--- config.mk ---
export PLATFORM = sky130hd
export DESIGN_NAME = d_shift_reg
export DESIGN_NICKNAME = d
export VERILOG_FILES = /design/src/rtl/d_shift_reg.sv
export SDC_FILE = /design/constraint.sdc
export NUM_CORES = 1
export LEC_CHECK = 0
export ABC_AREA = 1
export BUFFER_PORTS_ARGS = -buffer_cell sky130_fd_sc_hd__buf_2
export CORE_MARGIN = 5
export CORE_UTILIZATION = 25
export CTS_BUF_LIST = sky130_fd_sc_hd__clkbuf_4 sky130_fd_sc_hd__clkbuf_8
export DETAILED_ROUTE_END_ITERATION = 7
export GPL_TIMING_DRIVEN = 0
export MAX_ROUTING_LAYER = met4
export PLACE_DENSITY_LB_ADDON = 0.12
export SLEW_MARGIN = 30
export SYNTH_ARGS = -nofsm -noshare
export SYNTH_HDL_FRONTEND = slang
export SYNTH_SLANG_ARGS = --single-unit
--- constraint.sdc ---
create_clock -name clk -period 1.6 [get_ports clk]
set_input_delay 0.16 -clock clk [delete_from_list [all_inputs] [get_ports clk]]
set_output_delay 0.16 -clock clk [all_outputs]
set_load 0.005 [all_outputs]
--- src/rtl/d_shift_reg.sv ---
// Universal shift register with hold, shift left, shift right and parallel load; counts shifts and pulses frame_done on every WIDTH-th shift.
// Latency: q, bit_cnt and frame_done change one clk edge after a qualifying edge; qb and sout are combinational.
// Backpressure: none; en=0 freezes all state. Defining D_SHIFT_REG_PARITY_EN adds a registered parity output.
module d_shift_reg #(
    parameter int               WIDTH     = 8,
    parameter logic [WIDTH-1:0] RESET_VAL = '0
) (
    input  logic                       clk,
    input  logic                       rst,
    input  logic                       en,
    input  logic [1:0]                 mode,
    input  logic                       data,
    input  logic [WIDTH-1:0]           din,
    output logic [WIDTH-1:0]           q,
    output logic [WIDTH-1:0]           qb,
    output logic                       sout,
    output logic [$clog2(WIDTH)-1:0]   bit_cnt,
`ifdef D_SHIFT_REG_PARITY_EN
    output logic                       parity,
`endif
    output logic                       frame_done
);

    localparam int             CW      = $clog2(WIDTH);
    localparam logic [CW-1:0]  CNT_MAX = CW'(WIDTH - 1);

    typedef enum logic [1:0] {
        MODE_HOLD = 2'b00,
        MODE_SHL  = 2'b01,
        MODE_SHR  = 2'b10,
        MODE_LOAD = 2'b11
    } mode_e;

    mode_e           mode_sel;
    logic [WIDTH-1:0] q_q, q_d;
    logic [CW-1:0]    cnt_q, cnt_d;
    logic             fd_q, fd_d;
    logic             shift;

    assign mode_sel = mode_e'(mode);

    always_comb begin
        q_d   = q_q;
        cnt_d = cnt_q;
        fd_d  = 1'b0;
        shift = 1'b0;
        if (en) begin
            case (mode_sel)
                MODE_SHL: begin
                    q_d   = {q_q[WIDTH-2:0], data};
                    shift = 1'b1;
                end
                MODE_SHR: begin
                    q_d   = {data, q_q[WIDTH-1:1]};
                    shift = 1'b1;
                end
                MODE_LOAD: begin
                    q_d   = din;
                    cnt_d = '0;
                end
                default: ;
            endcase
        end
        // Direction does not matter for framing: any shift advances the count.
        if (shift) begin
            if (cnt_q == CNT_MAX) begin
                cnt_d = '0;
                fd_d  = 1'b1;
            end else begin
                cnt_d = cnt_q + 1'b1;
            end
        end
    end

    always_ff @(posedge clk or negedge rst) begin
        if (!rst) begin
            q_q   <= RESET_VAL;
            cnt_q <= '0;
            fd_q  <= 1'b0;
        end else begin
            q_q   <= q_d;
            cnt_q <= cnt_d;
            fd_q  <= fd_d;
        end
    end

`ifdef D_SHIFT_REG_PARITY_EN
    logic parity_q;

    always_ff @(posedge clk or negedge rst) begin
        if (!rst) begin
            parity_q <= ^RESET_VAL;
        end else begin
            parity_q <= ^q_d;
        end
    end

    assign parity = parity_q;
`endif

    assign q          = q_q;
    assign qb         = ~q_q;
    assign bit_cnt    = cnt_q;
    assign frame_done = fd_q;
    assign sout       = (mode_sel == MODE_SHL) ? q_q[WIDTH-1] : q_q[0];

endmodule

### Word-level counts from Yosys, hierarchy flattened

Cells that the tools add are included.

| word-level totals | value |
|---|---|
| flip-flop bits (word level) | 12 |
| bits in latches | 0 |
| bits in writable memories | 0 |
| ROM bits | 0 |
| input port bits | 14 |
| output and inout bits | 21 |
| logic and storage cells | 25 |
| memories kept | 0 |

| cells by class | value |
|---|---|
| add/subtract/negate cells | 1 |
| multipliers | 0 |
| div/mod/pow operators | 0 |
| order comparisons | 0 |
| eq/ne operators | 4 |
| shift-type cells | 0 |
| multiplexer cells | 10 |
| bitwise operators | 1 |
| reductions and logical operators | 6 |

Operator list:

| kind | count |
|---|---|
| $pmux 8 s3 | 1 |
| $mux 3 | 4 |
| $not 8->8 | 1 |
| $mux 1 | 5 |
| $eq 2x2->1 const B | 2 |
| $reduce_and 2->1 | 2 |
| $reduce_bool 2->1 | 2 |
| $add 3x1->3 const B | 1 |
| $eq 3x3->1 const B | 1 |
| $reduce_bool 3->1 | 1 |
| $eq 2x1->1 const B | 1 |
| $reduce_or 2->1 | 1 |

### Depth between registers and ports, before layout

Gate-level depths: netlist (run 1).

| depth | value |
|---|---|
| depth after elaboration | 6 |
| depth in mapped cells | 9 |
| mapped depth without buffers | 8 |

### Worst setup path after synthesis (run 1)

Ideal clock, no wire load.

| timing path | value |
|---|---|
| path kind | register to register |
| from | register cnt_q[0] (netlist: bit_cnt[0]) |
| to | register cnt_q[2] (netlist: bit_cnt[2]) |
| library setup time | 0.117 ns |
| arrival | 0.953 ns |
| data required time | 1.483 ns |
| path slack | 0.531 ns |
| cell stages (with the launch flop) | 5 |
| buffers on the path | 0 |
| clock period less this slack | 1.069 ns |
| cells stage by stage | dfrtp_1 > ha_1 > ha_1 > nand2_1 > nand2_1 |

| on the way | value |
|---|---|
| longest elaborated chain between the ends | 3 |
| elaborated cells on any way between the ends | 4 |
| classes of those cells | add/sub (1); eq/ne (1); mux (2) |

Ends and longest elaborated chain:

| element | line | source |
|---|---|---|
| from (decl) | 36 | `logic [CW-1:0] cnt_q, cnt_d;` |
| from (signal assigned) | 82 | `cnt_q <= cnt_d;` |
| $add 3x1->3 / $eq 3x3->1 (equally long branches) | 70, 66 |  |
| $mux 3 * | 66 | `if (cnt_q == CNT_MAX) begin` |
| $mux 3 * | 65 | `if (shift) begin` |

Mark *: on every way between the ends. The rest lies on a longest branch, timed or not.
A chain may end at the register's enable or synchronous reset.

### Final worst setup path (run 1)

| timing path | value |
|---|---|
| from | register q_q[0] (netlist: q[0]) |
| to | output sout |

| on the way | value |
|---|---|
| longest elaborated chain between the ends | 1 |

Ends and longest elaborated chain:

| element | line | source |
|---|---|---|
| from (decl) | 35 | `logic [WIDTH-1:0] q_q, q_d;` |
| from (signal assigned) | 81 | `q_q <= q_d;` |
| $mux 1 | 105 | `assign sout = (mode_sel == MODE_SHL) ? q_q[WIDTH-1] : q_q[0];` |
| to (decl) | 16 | `output logic sout,` |

No other way between the ends.

==> results of run 1 <==
worst paths after layout:
kind / startpoint / end / slack (ns) / depth (start not counted)
max in group asynchronous: rst / bit_cnt[2] / 1.08 / 2
worst max register to register: bit_cnt[0] / bit_cnt[2] / 0.51 / 4
worst min register to register: bit_cnt[0] / bit_cnt[0] / 0.51 / 1
min in group asynchronous: rst / q[6] / 0.30 / 2
worst min-delay path: en / frame_done / 0.16 / 3
worst max-delay path: q[0] / sout / 0.47 / 3
cell type report:
type | instances | share of cell area, %
Clock buffer | 4 | 3.333
Timing Repair Buffer | 35 | 16.55
Sequential cell | 12 | 27.59
Buffer | 2 | 1.724
Inverter | 22 | 7.586
Multi-Input combinational cell | 86 | 38.16
Tap cell | 44 | 5.057
critical path, cell delays in order, from the launching register on:
cell and delay [ns]:
dfrtp_1 0.39, inv_1 0.06, o21ai_0 0.12, buf_2 0.13
logic make-up after synthesis:
family / Yosys count
buffers and inverters: 24
and+or+nand+nor: 77
AOI/OAI and AO/OA: 3
adders and majority gates: 6
DFF: 12
metrics by stage:
| step | hold slack, ns | std cells | util (%) |
|---|---|---|---|
| 2_1_floorplan | -0.1356 | 122 | - |
| 3_3_place_gp | 0.06737 | 200 | 33.59 |
| 3_5_place_dp | 0.06662 | 200 | 33.59 |
| 4_1_cts | 0.1605 | 205 | 35.08 |
| 5_1_grt | 0.1839 | 205 | 35.08 |
| 6_report | 0.1649 | 205 | 35.08 |
synth_stat cells (all sizes together):
cell type / count / area share [%]
nand2: 74 / 34
inv: 16 / 7.4
dfrtp: 12 / 37
clkinv: 6 / 2.8
ha: 6 / 9.2
nor2: 3 / 5.4
o21ai: 3 / 2.3
buf: 2 / 2.3
per-layer routing:
layer / wire length [µm] / vias up / track usage [%]
met5: 0 / - / -
met4: 15 / 0 / 2.278
met3: 126 / 2 / 2.995
met2: 1076 / 21 / 19.26
met1: 774 / 357 / 10.39
li1: - / 431 / -
registers in the layout, indices dropped and copies added (netlist names):
name,cells
frame_done,1
q,8
bit_cnt,3
where the power goes:
| group | total (mW) | switching (mW) | internal (mW) |
|---|---|---|---|
| clock | 0.245 | 0.106 | 0.138 |
| sequential | 0.437 | 0.0680 | 0.369 |
| combinational | 0.340 | 0.176 | 0.164 |
| total | 1.02 | 0.351 | 0.671 |
==> results.txt, run 1 <==
In the post-route analysis, the smallest setup slack over all paths is 0.4689 ns. The latest clock arrival within the worst-skew pair came out at 0.27 ns. The post-layout minimum cycle time came out at 1.131 ns.

The number of placement rows is 20. The reported leakage power is 0.6713 nW. The final setup skew came out at roughly 0.0005 ns. The tool flagged a number of max-cap violations equal to 0. The clock slew at the register clock pins of the worst setup and hold paths came out at 0.08 ns. The detailed-route vias per instance is 3.956. The total area inside the core boundary comes to 3103 µm². The count of antenna diodes in the layout came out at 0. The compound-gate portion of the synthesized area is 2.297%.

The slew at the pin with the worst max-slew slack is 0.2875 ns. The total routing resource utilization after global routing came out at 10.24%. The post-synthesis cell count is 122.

The tightest min-delay check is of the primary input to register type. The number of top-level design ports is 35. TritonCTS built the clock tree. The sequential element share of the synthesized area came out at 36.75%. In this run the horizontal extent of the chip is 67.17 µm. Setup repair after global routing left no endpoint under its margin. The mean instance size in the synthesized netlist came out at around 6.7 µm².

The number of buffers inserted during clock tree synthesis is 3. The master cell of the clock root buffer is clkbuf_4. Summing all placed instances gives a cell area of ~1000 µm². Summing the areas of all xor and xnor instances in the mapped netlist gives 0% of the synthesized area. The max-slew violation total from the final report came to 0. The post-placement worst setup slack is around 0.44 ns.

The final instance area is 1089 µm². The total chip power is 1.022 mW. In the layout the commonest cells are nand2_1 (74), buf_2 (34), inv_1 (14). After synthesis, the largest family of logic cells by area is simple AND/OR/NAND/NOR gates.

For this design the ratio of total power to cell area is 939.0 nW/µm². The endpoint kind of the worst setup timing path is a primary output. The net total in the final layout came out at ~180. Gates resized during post-CTS repair numbered 0.

The top fanout value on the critical path is 4. The count of unique library cells instantiated by Yosys came out at 13. The final hold violation count came to 0. The count of buffers added by post-CTS timing repair for setup is 0. The count of buffers inserted at the top-level ports came out at 34. The floorplan step defined a die boundary enclosing 4511 µm². In this run the tightest slew margin relative to its limit is 80.83%. The post-cts hold buffer count is 1. The critical path is of the register to primary output type. The global placement routability congestion came out at slightly above 0.7. The first global-routing pass estimated 3.477 mm of wire. The post-detailed-route wirelength per cell came out at ~10 µm.

The post-synthesis share of cell area spent on full adders, half adders and majority gates came out at a little under a tenth. The worst path required time is 1.44 ns. The synthesized netlist occupies a cell area of 817.0 µm². The number of vias after detailed routing is 811.

The detailed router's first-iteration violation count is 52. The warning count from the yosys run came out at 0. The share of cell area taken by muxes after synthesis came out at 0%. The deepest clock path buffer count is 2. The detailed placer's ending HPWL came out at 1.549 mm. The growth of design area from synthesis to finish is 33.23%. The pin count of the biggest net entering global routing came out at 13. In this run, synthesis produced a sequential element count of 12. The initial antenna violation count came out at 0.

The total congestion overflow after global routing is 0. The flow ran to the end, and the final reports show no timing, DRC or antenna violations. The area used by multi-input combinational logic came out at 415.4 µm². The basic-gate share of the synthesized area counting and, or, nand and nor cells is 39.36%. The number of search-and-repair iterations in the first detailed-routing pass is 4. The via count of the first global-routing pass came to 825. The maximum vdd drop is between 500 and 600 µV. The library cell used most frequently in the layout, excluding fill and tap cells, is nand2_1.

The final wirelength is about 2.0 mm. The count of filler cells inserted in the layout came out at 383. The effective utilization at floorplan came out at between 20% and 30%. Cells with a size suffix above 1 make up 27.95% of the layout.

The number of antenna-violating nets in the routed design is 0. The kind of start point of the critical path is a register. The final count of negative-setup-slack endpoints is 0. The die boundary height came out at between 60 and 70 µm. The net count after synthesis is 142. The final period utilization came out at 70.70%. The maximum level of the CTS H-tree came out at 1. The DRC violation count after routing came out at 0.

Adding up every negative setup slack in the final design gives 0 ns. The storage element area came out at 300.3 µm². The arrival time of data at the critical path endpoint is between 0.9 and 1 ns.

The upper clock frequency limit came out at about 0.9 GHz. The total number of clock tree sinks came out at 12.
(Power assumes the default switching activity.)
==> run 2, diff against run 1 <==
Settings changed: ABC_AREA 1 to 0.
Clock period 1.6 ns to 1.1 ns, I/O delays scaled along.
==> results.txt, run 2 <==
In the final layout, the share of cells above drive strength 1 is roughly half. The maximum vdd drop came out at 1036 µV. The net total in the final layout is about 130. The detailed-route vias per instance came out at 4.700. In the layout the commonest cells are buf_2 (34), dfrtp_1 (12), inv_1 (10). Ranked by instance count, the synthesized netlist is headed by dfrtp_1 (12), inv_1 (10), a21oi_1 (8), a22o_1 (8). The final setup skew is 0.006125 ns. The net count after synthesis is 86.

The flip-flop count of the largest register, all copies and words added came out at 8. The clock passes through at most 2 buffers. The number of cells after detailed placement came out at 131. The count of buffers inserted at the top-level ports came out at 34. For this design the top-level I/O count stands at 35.

The initial antenna violation count came out at 0. The delay of the slowest cell on the worst path is 0.39 ns. Timing would allow up to 0.9049 GHz.

Excluding fillers, the count of instances in the completed layout stands at 140. The global placement routability congestion is ~0.74. The share of synthesized registers carrying an async set or reset came out at 100.0%. The final reports fail on negative setup slack. The standard cell with the maximum stage delay on the critical path is dfrtp_1. The DRC violation count after routing is 0. Across all setup checks in the final design, the least slack found is -0.005037 ns. The worst path required time came out at between 1 and 1.5 ns. The first global-routing pass estimated 3.408 mm of wire.

TritonCTS built the clock tree. The synthesized design contains 0 enable-type register cells. After detailed placement, the total cell area comes to 933.4 µm².

Measured against its own limit, the worst slew margin works out to 76.17%. The width of the die is 63.27 µm. The areal power density over the cells came out at 1480 nW/µm². The final count of negative-setup-slack endpoints came out at 1. The arrival time of data at the critical path endpoint came out at 1.26 ns.

The final-layout worst hold slack came out at 0.1275 ns. For the worst-skew pair, the clock arrives at the later sink with an insertion delay of 0.27 ns. The top fanout value on the critical path came out at 2. Setup repair after global routing could not meet its margin everywhere. The number of vias after detailed routing came out at 658. The post-layout minimum cycle time came out at about 1.1 ns. The library cell used most frequently in the layout, excluding fill and tap cells, is buf_2. The fraction of post-synthesis cell area in the top cell type by area came out at 42.33%. After synthesis, the cell types taking the most area are dfrtp_1 (42%), ha_1 (11%), a22o_1 (9.9%), a211oi_1 (6.3%), buf_6 (6.3%). The count of unique library cells instantiated by Yosys is 15. Averaged over all synthesized cells, the footprint is 10.75 µm². For this run the aggregate overflow at the end of global routing stands at 0. The area used by multi-input combinational logic is 349.1 µm².

The synthesized design spends more area on one cell type than any other, namely dfrtp_1. The worst setup path is of the register to register kind. The utilization after layout came out at 36.98%. The detailed placer's ending HPWL is 1.489 mm. After clock tree synthesis, the clock-pin slew on the worst setup and hold paths is 0.08 ns. Once the floorplan was initialized, standard cells occupied 25.95% of the core. Summed over all cells, the static leakage comes to 0.5321 nW. The max-slew violation total from the final report came out at 0.

Synthesis produced a netlist whose cell count is 66. Before CTS, the worst setup slack after placement is -0.1461 ns. The signal on the critical path passes through ha_2 -> ha_4 -> a32o_1. The count of antenna diodes in the layout came out at 0. Across every metal layer, demand over resource in global routing totals 10.84%. The final period utilization came out at 100.5%.

CTS saw 12 sinks. After synthesis the netlist holds a flip-flop and latch count of 12. The number of buffers inserted during clock tree synthesis came out at 3. The die footprint came out at 4003 µm². CTS built an H-tree with a depth of 1.

On the critical path the largest part of the delay comes from adder cells. The slew at the pin with the worst max-slew slack came out at 0.3537 ns. The final wirelength is 2.022 mm.

The number of placement rows came out at 19. The warning count from the yosys run is 0. The final instance area is roughly 1000 µm². The die is between 60 and 70 µm tall.

The count of maximum capacitance violations came out at 0. Summing the sequential cell areas from Yosys gives 42.33% of the chip area. The master cell of the clock root buffer is clkbuf_4. Summed over all failing endpoints, the final setup total negative slack is -0.005037 ns. The number of antenna-violating nets in the routed design is 0. In this run the worst hold path is classified as primary input to register. Total power for the finished layout comes to 1.496 mW.

Among all flip-flop cells after synthesis, the most frequent one is dfrtp_1. The growth of design area from synthesis to finish came out at 42.50%. The detailed router's first-iteration violation count is 38. The post-synth design cell area is around 710 µm². The flow ran to the end, but the final reports show violations. STA classifies the critical path startpoint as a register. The count of filler cells inserted in the layout came out at 289. The storage element area came out at 300.3 µm².

The post-detailed-route wirelength per cell came out at 14.44 µm. The pin count of the biggest net entering global routing came out at 13. By instance count, the leading cell after synthesis is dfrtp_1. The worst setup path is captured at a register. The final hold violation count came out at 0. The core area is 2734 µm². The via count of the first global-routing pass came out at 711.

The number of search-and-repair iterations in the first detailed-routing pass is 4. The number of buffer and inverter instances along the worst setup path is 0.
-- run 2: logic make-up after synthesis --
kind of cell / after synthesis / synth area share [%]
compound gates: 29 / 31.04
buf+inv: 14 / 11.64
flops: 12 / 42.33
fa+ha+maj: 6 / 10.58
simple gates: 5 / 4.409
-- run 2: path summary, 6_finish.rpt --
| kind | startpoint | end | slack [ns] | cells past startpoint |
|---|---|---|---|---|
| max in group asynchronous | rst | bit_cnt[2] | 0.61 | 2 |
| min in group asynchronous | rst | q[2] | 0.25 | 2 |
| worst min-delay path | data | q[0] | 0.13 | 3 |
| worst max register to register | bit_cnt[1] | bit_cnt[2] | -0.005 | 3 |
| worst max-delay path | bit_cnt[1] | bit_cnt[2] | -0.005 | 3 |
| worst min register to register | q[0] | q[0] | 0.57 | 2 |
-- run 2: worst register-to-register path, stage by stage (launching register included) --
cell	delay [ns]
dfrtp_1	0.39
ha_2	0.20
ha_4	0.20
a32o_1	0.21
-- run 2: where the power goes --
group | internal, mW | total, mW | switching [mW]
Clock | 0.127 | 0.271 | 0.144
Sequential | 0.538 | 0.629 | 0.0908
Combinational | 0.330 | 0.597 | 0.267
Total | 0.994 | 1.50 | 0.502
-- run 2: layout make-up --
type	count	area share, %
buffer	4	4.455
clock buffer	3	2.228
inverter	10	3.713
multi-input combinational	40	34.53
sequential	12	29.70
tap	31	3.837
timing repair buffer	40	21.53
-- run 2: repair_timing --
action / 4_1_cts / 5_1_grt
hold endpoints to repair: 12 / 0
gates resized for setup: 0 / 3
pin swaps: 0 / 4
hold buffers: 1 / 0
endpoints found under the setup margin: 3 / 6
setup buffers: 3 / 2
-- run 2: per-layer routing --
layer  wire (µm)  GRT usage [%]  vias up  part of all wire, %
met1         828          11.63      308                   41
met2        1038          18.85       19                   51
li1            -              -      329                    -
met3         140          4.263        2                  6.9
met4          14          2.338        0                 0.69
met5           0              -        -                    0
==> run 3, diff against run 2 <==
Settings changed: CELL_PAD_IN_SITES_DETAIL_PLACEMENT set to 0, CELL_PAD_IN_SITES_GLOBAL_PLACEMENT set to 1, GPL_TIMING_DRIVEN 0 to unset.
==> results.txt, run 3 (same netlist as run 2, synthesis figures left out) <==
Traced cell by cell, the critical path runs through ha_2 -> ha_4 -> a32o_1. The ratio of cells with drive above 1 in the final layout is 55.36%. The total congestion overflow after global routing is 0.

The growth of design area from synthesis to finish came out at 46.91%. The clock slew at the register clock pins of the worst setup and hold paths came out at approximately 0.08 ns. In this run, the number of DRC markers left after iteration 0 of detailed routing was 23. 35 I/O pins were placed. Data on the critical path is required at its endpoint by between 1 and 1.5 ns. Clock tree synthesis found a total of 12 sinks.

The final hold violation count came to 0. The final critical-path setup slack came out at slightly below 0.0003 ns. STA classifies the critical path endpoint as a register. The die footprint is 4003 µm².

The number of vias after detailed routing came out at 665. The die boundary height is ~63 µm. The library cell used most frequently in the layout, excluding fill and tap cells, is buf_2. The max-slew violation total from the final report came to 0. The storage element area is 300.3 µm².

By startpoint and endpoint, the worst setup path is classified as register to register. The width of the die is 63.27 µm. The maximum level of the CTS H-tree is 1. The slew at the pin with the worst max-slew slack is 0.3657 ns.

Setup repair after global routing could not meet its margin everywhere. The initial antenna violation count is 0. The final setup skew is around 0.012 ns. Summed over all nets, the half-perimeter wirelength after detailed placement is 1.549 mm. The core area is 2734 µm². The flow ran to the end, and the final reports show no timing, DRC or antenna violations. For this run, design rule violations remaining after detail routing come to 0. TritonCTS built the clock tree. The via count of the first global-routing pass came out at 704.

The reported leakage power is 0.5391 nW. The worst hold path belongs to the class primary input to register. For this configuration, the core starts out at a cell density of 25.95%.

Buffers inserted during clock tree synthesis total 3. The areal power density over the cells is 1476 nW/µm². The top fanout value on the critical path came out at 2. The final wirelength is 1.997 mm. The final critical path takes up 99.97% of the cycle.

The final count of negative-setup-slack endpoints is 0. The setup total negative slack came out at 0 ns. The total routing resource utilization after global routing came out at 10.69%. The number of antenna-violating nets in the routed design is 0. The area used by multi-input combinational logic is about 360 µm². The setup slack of the most critical reg-to-reg path is 0.0003 ns. Routability-driven placement finished with a final weighted congestion of ~0.73.

The slowest stage of the critical path belongs to the cell dfrtp_1. Measured against its own limit, the worst slew margin works out to 75.36%. STA classifies the critical path startpoint as a register. The post-layout minimum cycle time came out at 1.100 ns. The latest clock arrival within the worst-skew pair came out at about 0.28 ns. Based on the critical path, the design can be clocked at up to 0.9093 GHz. The number of search-and-repair iterations in the first detailed-routing pass is 2. The maximum vdd drop is between 900 and 1000 µV. The count of filler cells inserted in the layout came out at 293. The count of maximum capacitance violations came out at 0. Dividing the detail-routed wire length by the instance count gives 13.97 µm. The net total in the final layout came out at 134.

The tree is rooted in a clkbuf_4. The first global-routing pass estimated approximately 3.3 mm of wire. Entering global routing, the biggest net connects 13 pins.

The library cells used most frequently in the layout, excluding fill and tap cells, are buf_2 (33), dfrtp_1 (12), buf_4 (10). The count of antenna diodes in the layout came out at 0. The flip-flop count of the largest register, all copies and words added came out at 8. The number of placement rows came out at 19. In this design, the stage delay of the slowest critical-path cell is 0.38 ns. The deepest clock path buffer count came out at 2. Dividing the detail-routed via count by the number of cells gives 4.650. Before CTS, the worst setup slack after placement is -0.2284 ns. The count of buffers inserted at the top-level ports is 34.

The arrival time of data at the critical path endpoint is roughly 1.3 ns.
## run 3: cell types whose count changed in the layout (fill, tap and decap cells not counted), sizes merged
| cell | previous run | this run |
|---|---|---|
| buf | 43 | 46 |
## run 3: worst paths after layout
kind	endpoint	cells after the start	from
min in group asynchronous	q[7]	2	rst
hold / removal	q[0]	3	data
setup / recovery	bit_cnt[2]	3	bit_cnt[0]
max in group asynchronous	bit_cnt[2]	2	rst
setup reg to reg	bit_cnt[2]	3	bit_cnt[0]
hold reg to reg	q[0]	2	q[0]
## run 3: area by class of cell
| class | count | share of cell area [%] |
|---|---|---|
| clock buffers | 3 | 2.161 |
| multi-input cells | 40 | 34.45 |
| repair buffers | 47 | 27.25 |
| well taps | 31 | 3.721 |
| flip-flops and latches | 12 | 28.81 |
| inverters | 10 | 3.601 |
## run 3: routing by layer
layer  global-route usage (%)  vias to the layer above  part of all wire (%)
met5                        -                        -                     0
met4                    3.117                        0                   1.5
met3                    4.796                        4                   7.1
met2                    16.54                       22                    48
met1                    12.51                      306                    44
li1                         -                      333                     -
## run 3: through the flow
stage / utilization (%) / area, µm² / hold WS, ns / cells / power, mW
after floorplan: - / 724.4 / -0.1856 / 66 / 0.9035
after global placement: 35.51 / 970.9 / 0.01746 / 138 / 1.236
after detailed placement: 35.51 / 970.9 / 0.01010 / 138 / 1.238
after CTS: 36.70 / 1003 / 0.1446 / 142 / 1.527
after global routing: 38.12 / 1042 / 0.1510 / 143 / 1.669
final: 38.12 / 1042 / 0.1376 / 143 / 1.538
## run 3: power by group
| part | leakage [nW] | total [mW] | switching [mW] | internal (mW) |
|---|---|---|---|---|
| sequential | 0.140 | 0.627 | 0.0894 | 0.538 |
| clock | 0.0138 | 0.276 | 0.150 | 0.127 |
| combinational | 0.385 | 0.635 | 0.276 | 0.359 |
| total | 0.539 | 1.54 | 0.515 | 1.02 |
## run 3: critical path, delay by kind of cell, from the launching register on
kind	cells	cell delay, ns
compound gates	1	0.20
flops	1	0.38
fa+ha+maj	2	0.40
## run 3: repair_timing
| action | in CTS | in global routing |
|---|---|---|
| setup buffers | 1 | 1 |
| pin swaps | 1 | 1 |
| hold buffers | 1 | 0 |
| endpoints found under the setup margin | 3 | 9 |
| resized for setup | 0 | 12 |
| hold endpoints to repair | 12 | 0 |
